==> config.mk <==
export PLATFORM = sky130hd
export DESIGN_NAME = symbol_mux_pipe
export DESIGN_NICKNAME = d
export VERILOG_FILES = /design/src/rtl/symbol_mux_pkg.sv /design/src/rtl/sym_fifo.sv /design/src/rtl/symbol_mux_pipe.sv
export SDC_FILE = /design/constraint.sdc
export NUM_CORES = 1
export LEC_CHECK = 0
export BUFFER_PORTS_ARGS = -buffer_cell sky130_fd_sc_hd__buf_4
export CAP_MARGIN = 15
export CORE_ASPECT_RATIO = 0.8
export CORE_MARGIN = 10
export CORE_UTILIZATION = 56
export CTS_CLUSTER_SIZE = 40
export DETAILED_ROUTE_END_ITERATION = 8
export PLACE_DENSITY_LB_ADDON = 0.08
export SLEW_MARGIN = 20
export SYNTH_ARGS = -nofsm -noshare
export SYNTH_HDL_FRONTEND = slang
export SYNTH_SLANG_ARGS = --single-unit
export TNS_END_PERCENT = 10
==> constraint.sdc <==
create_clock -name muxCLK -period 4.64 [get_ports muxCLK]
set_input_delay 0.928 -clock muxCLK [delete_from_list [all_inputs] [get_ports muxCLK]]
set_output_delay 0.928 -clock muxCLK [all_outputs]
set_load 0.02 [all_outputs]
==> src/rtl/symbol_mux_pkg.sv <==
// Shared constants and types for the lane symbol multiplexer: symbol indices, default K-char mask, SKP FSM states.
// Pure declarations; no latency or backpressure of its own.
package symbol_mux_pkg;

  localparam int TLP_IDX = 0;
  localparam int COM_IDX = 1;
  localparam int PAD_IDX = 2;
  localparam int SKP_IDX = 3;
  localparam int STP_IDX = 4;
  localparam int SDP_IDX = 5;
  localparam int END_IDX = 6;
  localparam int EDB_IDX = 7;
  localparam int FTS_IDX = 8;
  localparam int IDL_IDX = 9;

  localparam logic [9:0] K_MASK_DEFAULT = 10'h3FE;

  typedef enum logic [1:0] {IDLE, PEND, COM, SKP} skp_state_t;

  function automatic logic sel_valid(input int sel, input int nsym);
    return (sel < nsym);
  endfunction

endpackage

==> src/rtl/sym_fifo.sv <==
// Synchronous FIFO, sync active-high reset; push lands in the next cycle, pushes while full are ignored.
// Head shows the oldest entry; when empty it holds the last popped word (zero after reset).
module sym_fifo #(
  parameter int WIDTH = 9,
  parameter int DEPTH = 4
) (
  input  logic             clk,
  input  logic             rst,
  input  logic             push,
  input  logic [WIDTH-1:0] push_data,
  input  logic             pop,
  output logic [WIDTH-1:0] head,
  output logic             full,
  output logic             empty
);

  localparam int AW = $clog2(DEPTH);
  localparam int PW = AW + 1;

  logic [WIDTH-1:0] mem [DEPTH];
  logic [PW-1:0]    wr_ptr;
  logic [PW-1:0]    rd_ptr;
  logic [WIDTH-1:0] last_pop;
  logic             do_push;
  logic             do_pop;

  // Extra pointer MSB distinguishes full from empty when the index bits match.
  assign full    = (wr_ptr[AW] != rd_ptr[AW]) && (wr_ptr[AW-1:0] == rd_ptr[AW-1:0]);
  assign empty   = (wr_ptr == rd_ptr);
  assign do_push = push && !full;
  assign do_pop  = pop && !empty;

  always_ff @(posedge clk) begin
    if (do_push) begin
      mem[wr_ptr[AW-1:0]] <= push_data;
    end
  end

  always_ff @(posedge clk) begin
    if (rst) begin
      wr_ptr   <= '0;
      rd_ptr   <= '0;
      last_pop <= '0;
    end else begin
      if (do_push) begin
        wr_ptr <= wr_ptr + 1'b1;
      end
      if (do_pop) begin
        last_pop <= mem[rd_ptr[AW-1:0]];
        rd_ptr   <= rd_ptr + 1'b1;
      end
    end
  end

  assign head = empty ? last_pop : mem[rd_ptr[AW-1:0]];

endmodule

==> src/rtl/symbol_mux_pipe.sv <==
// Selects one of NSYM symbols per accepted request, tags K-char, queues in a DEPTH FIFO (latency 1); ctrlRDY drops when full.
// Optional periodic SKP ordered-set insertion under SYMBOL_MUX_SKP_INSERT_EN; invalid selects only bump errCNT.
module symbol_mux_pipe
  import symbol_mux_pkg::*;
#(
  parameter int              WIDTH        = 8,
  parameter int              NSYM         = 10,
  parameter int              SELW         = 4,
  parameter int              DEPTH        = 4,
  parameter logic [NSYM-1:0] K_MASK       = NSYM'(K_MASK_DEFAULT),
  parameter int              SKP_INTERVAL = 1180,
  parameter int              SKP_COUNT    = 3
) (
  input  logic                  muxCLK,
  input  logic                  muxRST,
  input  logic [NSYM*WIDTH-1:0] symIN,
  input  logic [SELW-1:0]       muxCTRL,
  input  logic                  ctrlVLD,
  output logic                  ctrlRDY,
  output logic [WIDTH-1:0]      muxOUT,
  output logic                  muxK,
  output logic                  muxVLD,
  input  logic                  muxRDY,
  output logic [7:0]            errCNT,
  output logic                  skpACT
);

  if ((DEPTH < 2) || ((DEPTH & (DEPTH - 1)) != 0)) begin : g_bad_depth
    $error("DEPTH must be a power of two >= 2");
  end
  if (NSYM > (2 ** SELW)) begin : g_bad_selw
    $error("NSYM exceeds select range");
  end
  if ((SKP_COUNT < 1) || (SKP_COUNT > 4) || (SKP_INTERVAL < 2)) begin : g_bad_skp
    $error("SKP parameters out of range");
  end

  logic             full;
  logic             empty;
  logic [WIDTH:0]   fifo_head;
  logic             push_vld;
  logic [WIDTH:0]   push_dat;
  logic             accept;
  logic             sel_ok;
  logic [WIDTH-1:0] sel_sym;
  logic             sel_k;

  assign sel_ok = sel_valid(int'(muxCTRL), NSYM);
  assign accept = ctrlVLD && ctrlRDY;

  always_comb begin
    sel_sym = '0;
    sel_k   = 1'b0;
    for (int i = 0; i < NSYM; i++) begin
      if (int'(muxCTRL) == i) begin
        sel_sym = symIN[i*WIDTH +: WIDTH];
        sel_k   = K_MASK[i];
      end
    end
  end

  always_ff @(posedge muxCLK) begin
    if (muxRST) begin
      errCNT <= '0;
    end else if (accept && !sel_ok && (errCNT != 8'hFF)) begin
      errCNT <= errCNT + 8'd1;
    end
  end

`ifdef SYMBOL_MUX_SKP_INSERT_EN
  localparam int CW = $clog2(SKP_INTERVAL);

  skp_state_t       state;
  skp_state_t       state_nx;
  logic [CW-1:0]    skp_cyc;
  logic [2:0]       skp_num;
  logic             skp_push;
  logic [WIDTH-1:0] skp_sym;

  always_ff @(posedge muxCLK) begin
    if (muxRST) begin
      state   <= IDLE;
      skp_cyc <= '0;
      skp_num <= '0;
    end else begin
      state <= state_nx;
      if (state == IDLE) begin
        skp_cyc <= (skp_cyc == CW'(SKP_INTERVAL - 1)) ? '0 : skp_cyc + 1'b1;
      end else begin
        skp_cyc <= '0;
      end
      if (state != SKP) begin
        skp_num <= '0;
      end else if (!full) begin
        skp_num <= skp_num + 3'd1;
      end
    end
  end

  // PEND waits for room, COM emits the comma, SKP emits SKP_COUNT fillers.
  always_comb begin
    state_nx = state;
    skp_push = 1'b0;
    skp_sym  = '0;
    case (state)
      IDLE: if (skp_cyc == CW'(SKP_INTERVAL - 1)) state_nx = PEND;
      PEND: if (!full) state_nx = COM;
      COM: begin
        skp_sym = symIN[COM_IDX*WIDTH +: WIDTH];
        if (!full) begin
          skp_push = 1'b1;
          state_nx = SKP;
        end
      end
      SKP: begin
        skp_sym = symIN[SKP_IDX*WIDTH +: WIDTH];
        if (!full) begin
          skp_push = 1'b1;
          if (skp_num == 3'(SKP_COUNT - 1)) state_nx = IDLE;
        end
      end
      default: state_nx = IDLE;
    endcase
  end

  assign ctrlRDY  = !muxRST && !full && (state == IDLE);
  assign skpACT   = !muxRST && (state != IDLE);
  assign push_vld = skp_push || (accept && sel_ok);
  assign push_dat = skp_push ? {1'b1, skp_sym} : {sel_k, sel_sym};
`else
  assign ctrlRDY  = !muxRST && !full;
  assign skpACT   = 1'b0;
  assign push_vld = accept && sel_ok;
  assign push_dat = {sel_k, sel_sym};
`endif

  sym_fifo #(
    .WIDTH(WIDTH + 1),
    .DEPTH(DEPTH)
  ) u_fifo (
    .clk      (muxCLK),
    .rst      (muxRST),
    .push     (push_vld),
    .push_data(push_dat),
    .pop      (muxRDY && !muxRST),
    .head     (fifo_head),
    .full     (full),
    .empty    (empty)
  );

  assign muxVLD = !muxRST && !empty;
  assign muxOUT = muxRST ? '0 : fifo_head[WIDTH-1:0];
  assign muxK   = muxRST ? 1'b0 : fifo_head[WIDTH];

endmodule
Word level (Yosys, flattened, before mapping):

Memory sizes are Yosys's and may differ from the RTL's. A register that Yosys moved wholly into a read port is not among the register bits.
Index checks and enable logic that the tools add are counted.

* register bits after elaboration: 23
* memory bits (writable): 36
* input bits: 88
* output and inout bits: 20
* memories: 1

* add/sub/neg operators: 3
* $lt $le $gt $ge: 1
* equal/unequal tests: 13
* multiplexer cells: 26
* reductions and logical operators: 15

Memories
* u_fifo.mem: words 4, bits a word 9, rd ports 1, clocked after memory_dff 1, wr ports 1, RTL line sym_fifo.sv:20 `logic [WIDTH-1:0] mem [DEPTH];`

Operator list (number)
* $mux W8: 11
* $eq A4 B4 Y1 const B: 6
* $mux W1: 12
* $logic_and A1 B1 Y1: 10
* $mux W9: 1
* $add A8 B1 Y8 const B: 1
* $eq A4 B3 Y1 const B: 2
* $ne A8 B8 Y1 const B: 1
* $add A3 B1 Y3 const B: 2
* $eq A4 B2 Y1 const B: 1
* $logic_not A1 Y1: 4
* $logic_not A4 Y1: 1
* $lt A4 B4 Y1 const B: 1
* $mux W2: 2
* $eq A3 B3 Y1: 1
* $eq A2 B2 Y1: 1
* $ne A1 B1 Y1: 1

Depth between registers and ports, before layout:

Gate-level depths: netlist (run 1).

* depth after elaboration: 11
* depth in mapped cells: 6
* depth with buffers taken out: 5

By module:

A second synthesis (run 1) with hierarchy kept.

* cell total of the unflattened synthesis: 333
* area total of the unflattened synthesis: 3713.6 um^2

By module, submodules not included
* sym_fifo: times used 1, cells an instance 151, area each 2274.7 um^2
* symbol_mux_pipe: times used 1, cells an instance 182, area each 1438.9 um^2

Worst setup path after synthesis (run 1):

No wires, ideal clock.

* kind: input-to-output
* start point: input port muxRST
* end point: output port ctrlRDY
* arrival time: 1.538 ns
* data required time: 3.712 ns
* path slack: 2.174 ns
* stages on the path: 3
* path buffers: 2
* cells stage by stage: buf_6 > clkbuf_1 > nor2_1

* cells in the longest elaborated chain, start to end: 2

Ends and longest elaborated chain
* start: declaration: RTL line symbol_mux_pipe.sv:15 `input logic muxRST,`
* $logic_not A1 Y1: RTL line symbol_mux_pipe.sv:131 `assign ctrlRDY = !muxRST && !full;`
* $logic_and A1 B1 Y1: RTL line symbol_mux_pipe.sv:131
* end: declaration: RTL line symbol_mux_pipe.sv:19 `output logic ctrlRDY,`

Every way passes these cells.

Worst setup path in the final report (run 1):

* start point: register u_fifo.wr_ptr[2]
* end point: output port muxOUT[1]

* cells in the longest elaborated chain, start to end: 3

Ends and longest elaborated chain
* start: declaration: RTL line sym_fifo.sv:21 `logic [PW-1:0] wr_ptr;`
* start signal: assignment: RTL line sym_fifo.sv:46 `wr_ptr <= wr_ptr + 1'b1;`
* $eq A3 B3 Y1: RTL line sym_fifo.sv:29 `assign empty = (wr_ptr == rd_ptr);`
* $mux W9: RTL line sym_fifo.sv:55 `assign head = empty ? last_pop : mem[rd_ptr[AW-1:0]];`
* $mux W8: RTL line symbol_mux_pipe.sv:152 `assign muxOUT = muxRST ? '0 : fifo_head[WIDTH-1:0];`
* end: declaration: RTL line symbol_mux_pipe.sv:20 `output logic [WIDTH-1:0] muxOUT,`

Every way passes these cells.

==> results of run 1 <==
-- flip-flops by register name, summed over array words and instances, names as in the netlist, named ones only --
| register | flops |
|---|---|
| errCNT | 8 |
| u_fifo.last_pop | 9 |
| u_fifo.mem | 36 |
| u_fifo.rd_ptr | 3 |
| u_fifo.wr_ptr | 3 |
-- path summary, 6_finish.rpt --
path / start / endpoint / slack, ns
max reg2reg: u_fifo.wr_ptr[1] / u_fifo.mem[3][7] / 2.51
max: u_fifo.wr_ptr[2] / muxOUT[1] / 1.32
min reg2reg: u_fifo.last_pop[0] / u_fifo.last_pop[0] / 0.45
min: u_fifo.last_pop[0] / u_fifo.last_pop[0] / 0.45
-- through the flow --
stage,power (uW),util [%],instances,instance area (sq um)
5_1_grt,1400,74.4,518,4490
4_1_cts,1360,74.4,518,4490
2_1_floorplan,786,-,344,3540
3_5_place_dp,885,71.1,502,4290
6_report,1350,74.4,518,4490
3_3_place_gp,880,71.1,502,4290
-- critical path, cell delays in order (launching register included) --
cell and delay, ns:
dfxtp_1 0.34, xnor2_2 0.32, nand3_1 0.68, mux2i_1 0.43, nor2_1 0.10, buf_4 0.18
-- layout make-up --
class                           instances  area (sq um)
Fill cell                             423          1540
Tap cell                               81           101
Multi-Input combinational cell        245          1780
Sequential cell                        61          1580
Inverter                                9          33.8
Timing Repair Buffer                  106           796
Clock inverter                          7          75.1
Clock buffer                            9           124
-- cells in the mapped netlist (7+ instances only) --
cell	instances
a21oi_1	21
a31oi_1	7
buf_2	9
clkbuf_1	12
dfxtp_1	25
edfxtp_1	36
inv_1	9
mux2_2	7
mux2i_1	23
mux4_2	9
nand2_1	26
nand3_1	13
nor2_1	31
nor2b_1	10
o21ai_0	13
-- power groups by stage --
| stage | combinational, uW | sequential (uW) | clock (uW) |
|---|---|---|---|
| after floorplan | 172 | 614 | 0 |
| after global placement | 258 | 622 | 0 |
| after detailed placement | 262 | 623 | 0 |
| after CTS | 264 | 611 | 481 |
| after global routing | 287 | 613 | 503 |
| final | 264 | 610 | 474 |
-- routing by layer --
layer	routed length (microns)	GRT usage [%]
met5	0	0
met4	185	7.46
met3	872	7.84
met2	4360	29.2
met1	3680	20.5
-- layout by cell type, fill, tap and decap left out, types with 9 or more instances in the layout --
cell,netlist,final
dfxtp_1,25,25
nand2_1,26,26
nor2_1,31,31
nor2b_1,10,10
mux2i_1,23,23
edfxtp_1,36,36
a21oi_1,21,21
mux4_2,9,9
inv_1,9,9
buf_4,2,106
o21ai_0,13,13
nand3_1,13,13
clkbuf_8,0,9
-- cell families after synthesis --
family                   after synthesis  share of synthesized area [%]
buffers and inverters                 38                           5.12
adder cells (fa/ha/maj)                6                           2.12
other                                  1                          0.106
XOR/XNOR                               6                           1.69
AND/OR/NAND/NOR                      111                           16.1
flip-flops                            61                           44.6
AO/OA/AOI/OAI                         82                           15.8
multiplexers                          39                           14.4
==> run summary, run 1 <==
# rows: 25
Critical path data arrival time: 2.40 ns
Port Buf Inserts: 106
CTS root buf: clkbuf_8
Status: finished, final reports clean
Post-synth EDFFs: 36
Die ar.: 9930 sq um
Min setup slack post-route: 1.32 ns
Fin Setup TNS: 0 ns
Synth warnings: 0
Worst-Skew Late Latency: 0.34 ns
Clock share of power: 35.2%
CP Max Fanout: 19
VDD IR max: 0.143 mV
H-tree depth: 3
Vias post-DR: 2952
Post-synth cell types: 57
Drt pass-1 iters: 4
Hold slack: 0.454 ns
CTS Hold Bufs: 0
Critical path class: reg -> out
Fmax: 301 MHz
Ant diodes: 0
Clock-pin slew on the worst setup and hold paths: 0.07 ns
Per-cell routed wire length: 17.6 microns
Final setup violation count: 0
Die X-Extent: 109 microns
Startpoint types: flop
Routability cong.: 0.888
Antenna violations before repair: 0
Internal power: 977 uW
Worst-Margin Slew: 0.864 ns
Die Ht: 91.2 microns
Clock skew: 0.0108 ns
Drt initial violations: 195
TritonCTS Buffers: 9
Vias in the first global route: 3042
Remaining Overflow, GRT: 0
Final period util: 71.6%
FF-to-FF path depth: 3
IO Pins: 108
DP Worst Slack: 1.79 ns
Max_slew headroom: 42.2%
Cell Area, Synth: 3540 sq um
Type of the most critical hold path: reg -> reg
Syn avg cell area: 10.3 sq um
Register area share after synthesis: 44.6%
Worst Hold Depth: 2
Total routed wirelength: 9100 microns
Setup bufs post-CTS: 0
First-pass GRT wire length: 14500 microns
Top post-synthesis cells by area: edfxtp_1, dfxtp_1, mux2i_1
Reg power frac: 45.2%
Net Sw Frac: 27.5%
Largest net degree at the start of global routing: 55
Pleak: 0.00171 uW
Psw: 371 uW
Yosys top cell by area: edfxtp_1
Remaining DRCs: 0
Flops & latches, synth: 61
CTS tree: built
Power per cell area: 300 nW/um^2
Slew Limit Fails: 0
CP endpoint kind: output port
Total track usage: 18.1%
Detail Placement HPWL: 6870 microns
Remaining antenna violation count: 0
Layout cells sized above 1: 33.9%
TritonCTS Sinks: 61
Post-Syn Nets: 438
Clock period minus worst slack: 3.32 ns
Post-synth ARST share: 0%
Top_reg_cell synth: edfxtp_1
Post-synth top area share: 30.5%
Via/cell ratio: 5.70
Gate Count Post-Synth: 344
Max-capacitance violation count: 0
Clock Path Buffers: 2
Hold Vio Cnt, Final: 0
Core area: 6040 sq um
# nets final: 526
Req. time, crit path: 3.71 ns
Unrepaired setup endpoints after global routing: false
P&R area growth vs syn: 26.8%
Post-CTS Resized: 0
Initial core utilization: 58.7%
Combinational power share: 19.6%
(Power assumes the default switching activity.)
==> run 2: changes to the inputs <==
--- a/config.mk
+++ b/config.mk
@@ -5,11 +5,12 @@
 export SDC_FILE = /design/constraint.sdc
 export NUM_CORES = 1
 export LEC_CHECK = 0
+export ABC_AREA = 1
 export BUFFER_PORTS_ARGS = -buffer_cell sky130_fd_sc_hd__buf_4
 export CAP_MARGIN = 15
 export CORE_ASPECT_RATIO = 0.8
 export CORE_MARGIN = 10
-export CORE_UTILIZATION = 56
+export CORE_UTILIZATION = 47
 export CTS_CLUSTER_SIZE = 40
 export DETAILED_ROUTE_END_ITERATION = 8
 export PLACE_DENSITY_LB_ADDON = 0.08
==> constraint.sdc (replaced) <==
create_clock -name muxCLK -period 2.9 [get_ports muxCLK]
set_input_delay 0.58 -clock muxCLK [delete_from_list [all_inputs] [get_ports muxCLK]]
set_output_delay 0.58 -clock muxCLK [all_outputs]
set_load 0.02 [all_outputs]
==> run 2 against run 1 <==
Compared with the run above:
- flip-flop and latch count did not move
- via count up 7.7%
- sequential power grew 57%
- first-iteration DRC count shrank 31%
- non-clock buffer count is 6 higher
- wire length up 5.3%
- synthesized cell count up 24%
- sequential share of layout area is 0.53 points lower
- register-to-register slack got worse by 1.3 ns
- largest power group unchanged
==> run summary, run 2 <==
Status: finished, final reports clean
Die X-Extent: 116 microns
Unrepaired setup endpoints after global routing: false
IO Pins: 108
CTS root buf: clkbuf_8
Clock Path Buffers: 2
Filler instances: 649
Vias post-DR: 3178
Yosys top cell by area: edfxtp_1
Remaining DRCs: 0
Top_reg_cell synth: edfxtp_1
Pleak: 0.00199 uW
Top post-synthesis cells by area: edfxtp_1, dfxtp_1, nand2_1
First-pass GRT wire length: 15300 microns
Clock period minus worst slack: 2.55 ns
Critical Path End: muxOUT[2]
Flops & latches, synth: 61
TritonCTS Buffers: 9
H-tree depth: 3
Worst-Margin Slew: 0.603 ns
CTS tree: built
Max FFs per register: 36
Via/cell ratio: 5.03
Commonest non-fill, non-tap cell in the layout: buf_4
Crit path from: u_fifo.wr_ptr[1]
Vias in the first global route: 3100
Cell Area, Synth: 3490 sq um
Hold slack: 0.449 ns
Initial core utilization: 47.6%
VDD IR max: 0.250 mV
Slew Limit Fails: 0
R2R setup slack: 1.23 ns
Total routed wirelength: 9580 microns
Clock-pin slew on the worst setup and hold paths: 0.07 ns
Req. time, crit path: 2.32 ns
Drt pass-1 iters: 4
Port Buf Inserts: 106
Antenna violations before repair: 0
Final setup violation count: 0
Post-synth EDFFs: 36
Power per cell area: 448 nW/um^2
# nets final: 631
Largest net degree at the start of global routing: 20
Gate Count Post-Synth: 425
FF-to-FF path depth: 8
Core area: 7320 sq um
Remaining Overflow, GRT: 0
Critical path class: reg -> out
Post-synth cell types: 45
Reg2Reg Launch Point: u_fifo.wr_ptr[1]
Syn avg cell area: 8.21 sq um
Type of the most critical hold path: reg -> reg
Detail Placement HPWL: 7650 microns
Commonest cells after routing, fill and taps aside: buf_4, nand2_1, nor2_1
Per-cell routed wire length: 15.2 microns
Fin Setup TNS: 0 ns
CP Max Fanout: 18
Most frequent cell after synthesis: nand2_1
Max_slew headroom: 59.6%
Post-synth top area share: 31.0%
Worst-Skew Late Latency: 0.34 ns
Hold Vio Cnt, Final: 0
# rows: 28
P&R area growth vs syn: 30.8%
Register area share after synthesis: 45.3%
Die ar.: 11300 sq um
Remaining antenna violation count: 0
Post-CTS Resized: 0
Final period util: 87.8%
Layout cells sized above 1: 30.3%
Critical path data arrival time: 1.97 ns
Die Ht: 97.1 microns
Total track usage: 17.0%
Post-Syn Nets: 519
Drt initial violations: 135
Top cells by count, synth: nand2_1, nor2_1, inv_1, edfxtp_1
Post-synth ARST share: 0%
Routability cong.: 0.819
Synth warnings: 0
TritonCTS Sinks: 61
Setup bufs post-CTS: 0
Startpoint types: flop
Total power: 2040 uW
CTS Hold Bufs: 0
CP endpoint kind: output port
Fmax: 393 MHz
Ant diodes: 0
Clock skew: 0.00586 ns
Max-capacitance violation count: 0
-- run 2: cell count changes after synthesis, sizes merged, moves of 16 or more --
cell and delta:
mux2i -23, inv +40, nand2 +63, nand4 +18
o21ai +16, nor2 +47
-- run 2: power by group --
part	switching, uW	leakage (uW)	internal (uW)
Clock	348	0.0000971	400
Sequential	8.87	0.000533	947
Combinational	187	0.00136	152
-- run 2: cell families after synthesis --
logic type | synth area share (%)
AO/OA/AOI/OAI | 12.7
buffers and inverters | 7.71
adder cells (fa/ha/maj) | 2.15
XOR/XNOR | 3.19
flip-flops | 45.3
AND/OR/NAND/NOR | 28.8
other | 0.108
-- run 2: stage by stage --
stage                     utilization [%]  std cells  area (sq um)  setup WS [ns]
after global routing                 62.3        632          4560          0.138
after CTS                            62.3        632          4560          0.331
after floorplan                         -        425          3490          0.801
after detailed placement             59.6        616          4360          0.508
after global placement               59.6        616          4360          0.563
final                                62.3        632          4560          0.353
-- run 2: area by class of cell --
class                   instances  area, sq um  share of cell area [%]
well taps                      90          113                    2.47
clock buffers                   9          124                    2.72
multi-input cells             303         1640                    35.9
repair buffers                112          841                    18.4
flip-flops and latches         61         1580                    34.7
clock inverters                 7         75.1                    1.65
inverters                      50          190                    4.17
-- run 2: worst max-delay path: stages, from the launching register on --
cell and delay [ns]:
dfxtp_1 0.42, xnor2_1 0.18, nand2_1 0.13, nor2_4 0.34, o21ai_0 0.23, a21oi_1 0.17, buf_4 0.16
-- run 2: how the worst min path moves through the flow --
stage,cells past startpoint,slack (ns),endpoint,startpoint
after CTS,2,0.45,u_fifo.last_pop[8],u_fifo.last_pop[8]
after floorplan,2,0.42,u_fifo.last_pop[8],u_fifo.last_pop[8]
after global routing,2,0.49,u_fifo.last_pop[8],u_fifo.last_pop[8]
after global placement,2,0.44,u_fifo.last_pop[8],u_fifo.last_pop[8]
after detailed placement,2,0.44,u_fifo.last_pop[8],u_fifo.last_pop[8]
final,2,0.45,u_fifo.last_pop[8],u_fifo.last_pop[8]
-- run 2: metal layers --
metal / GRT usage [%] / wire length (microns) / vias to the layer above
li1: - / - / 1645
met1: 19.4 / 3880 / 1418
met2: 26.7 / 4570 / 97
met3: 8.15 / 928 / 18
met4: 6.72 / 194 / 0
met5: 0 / 0 / -
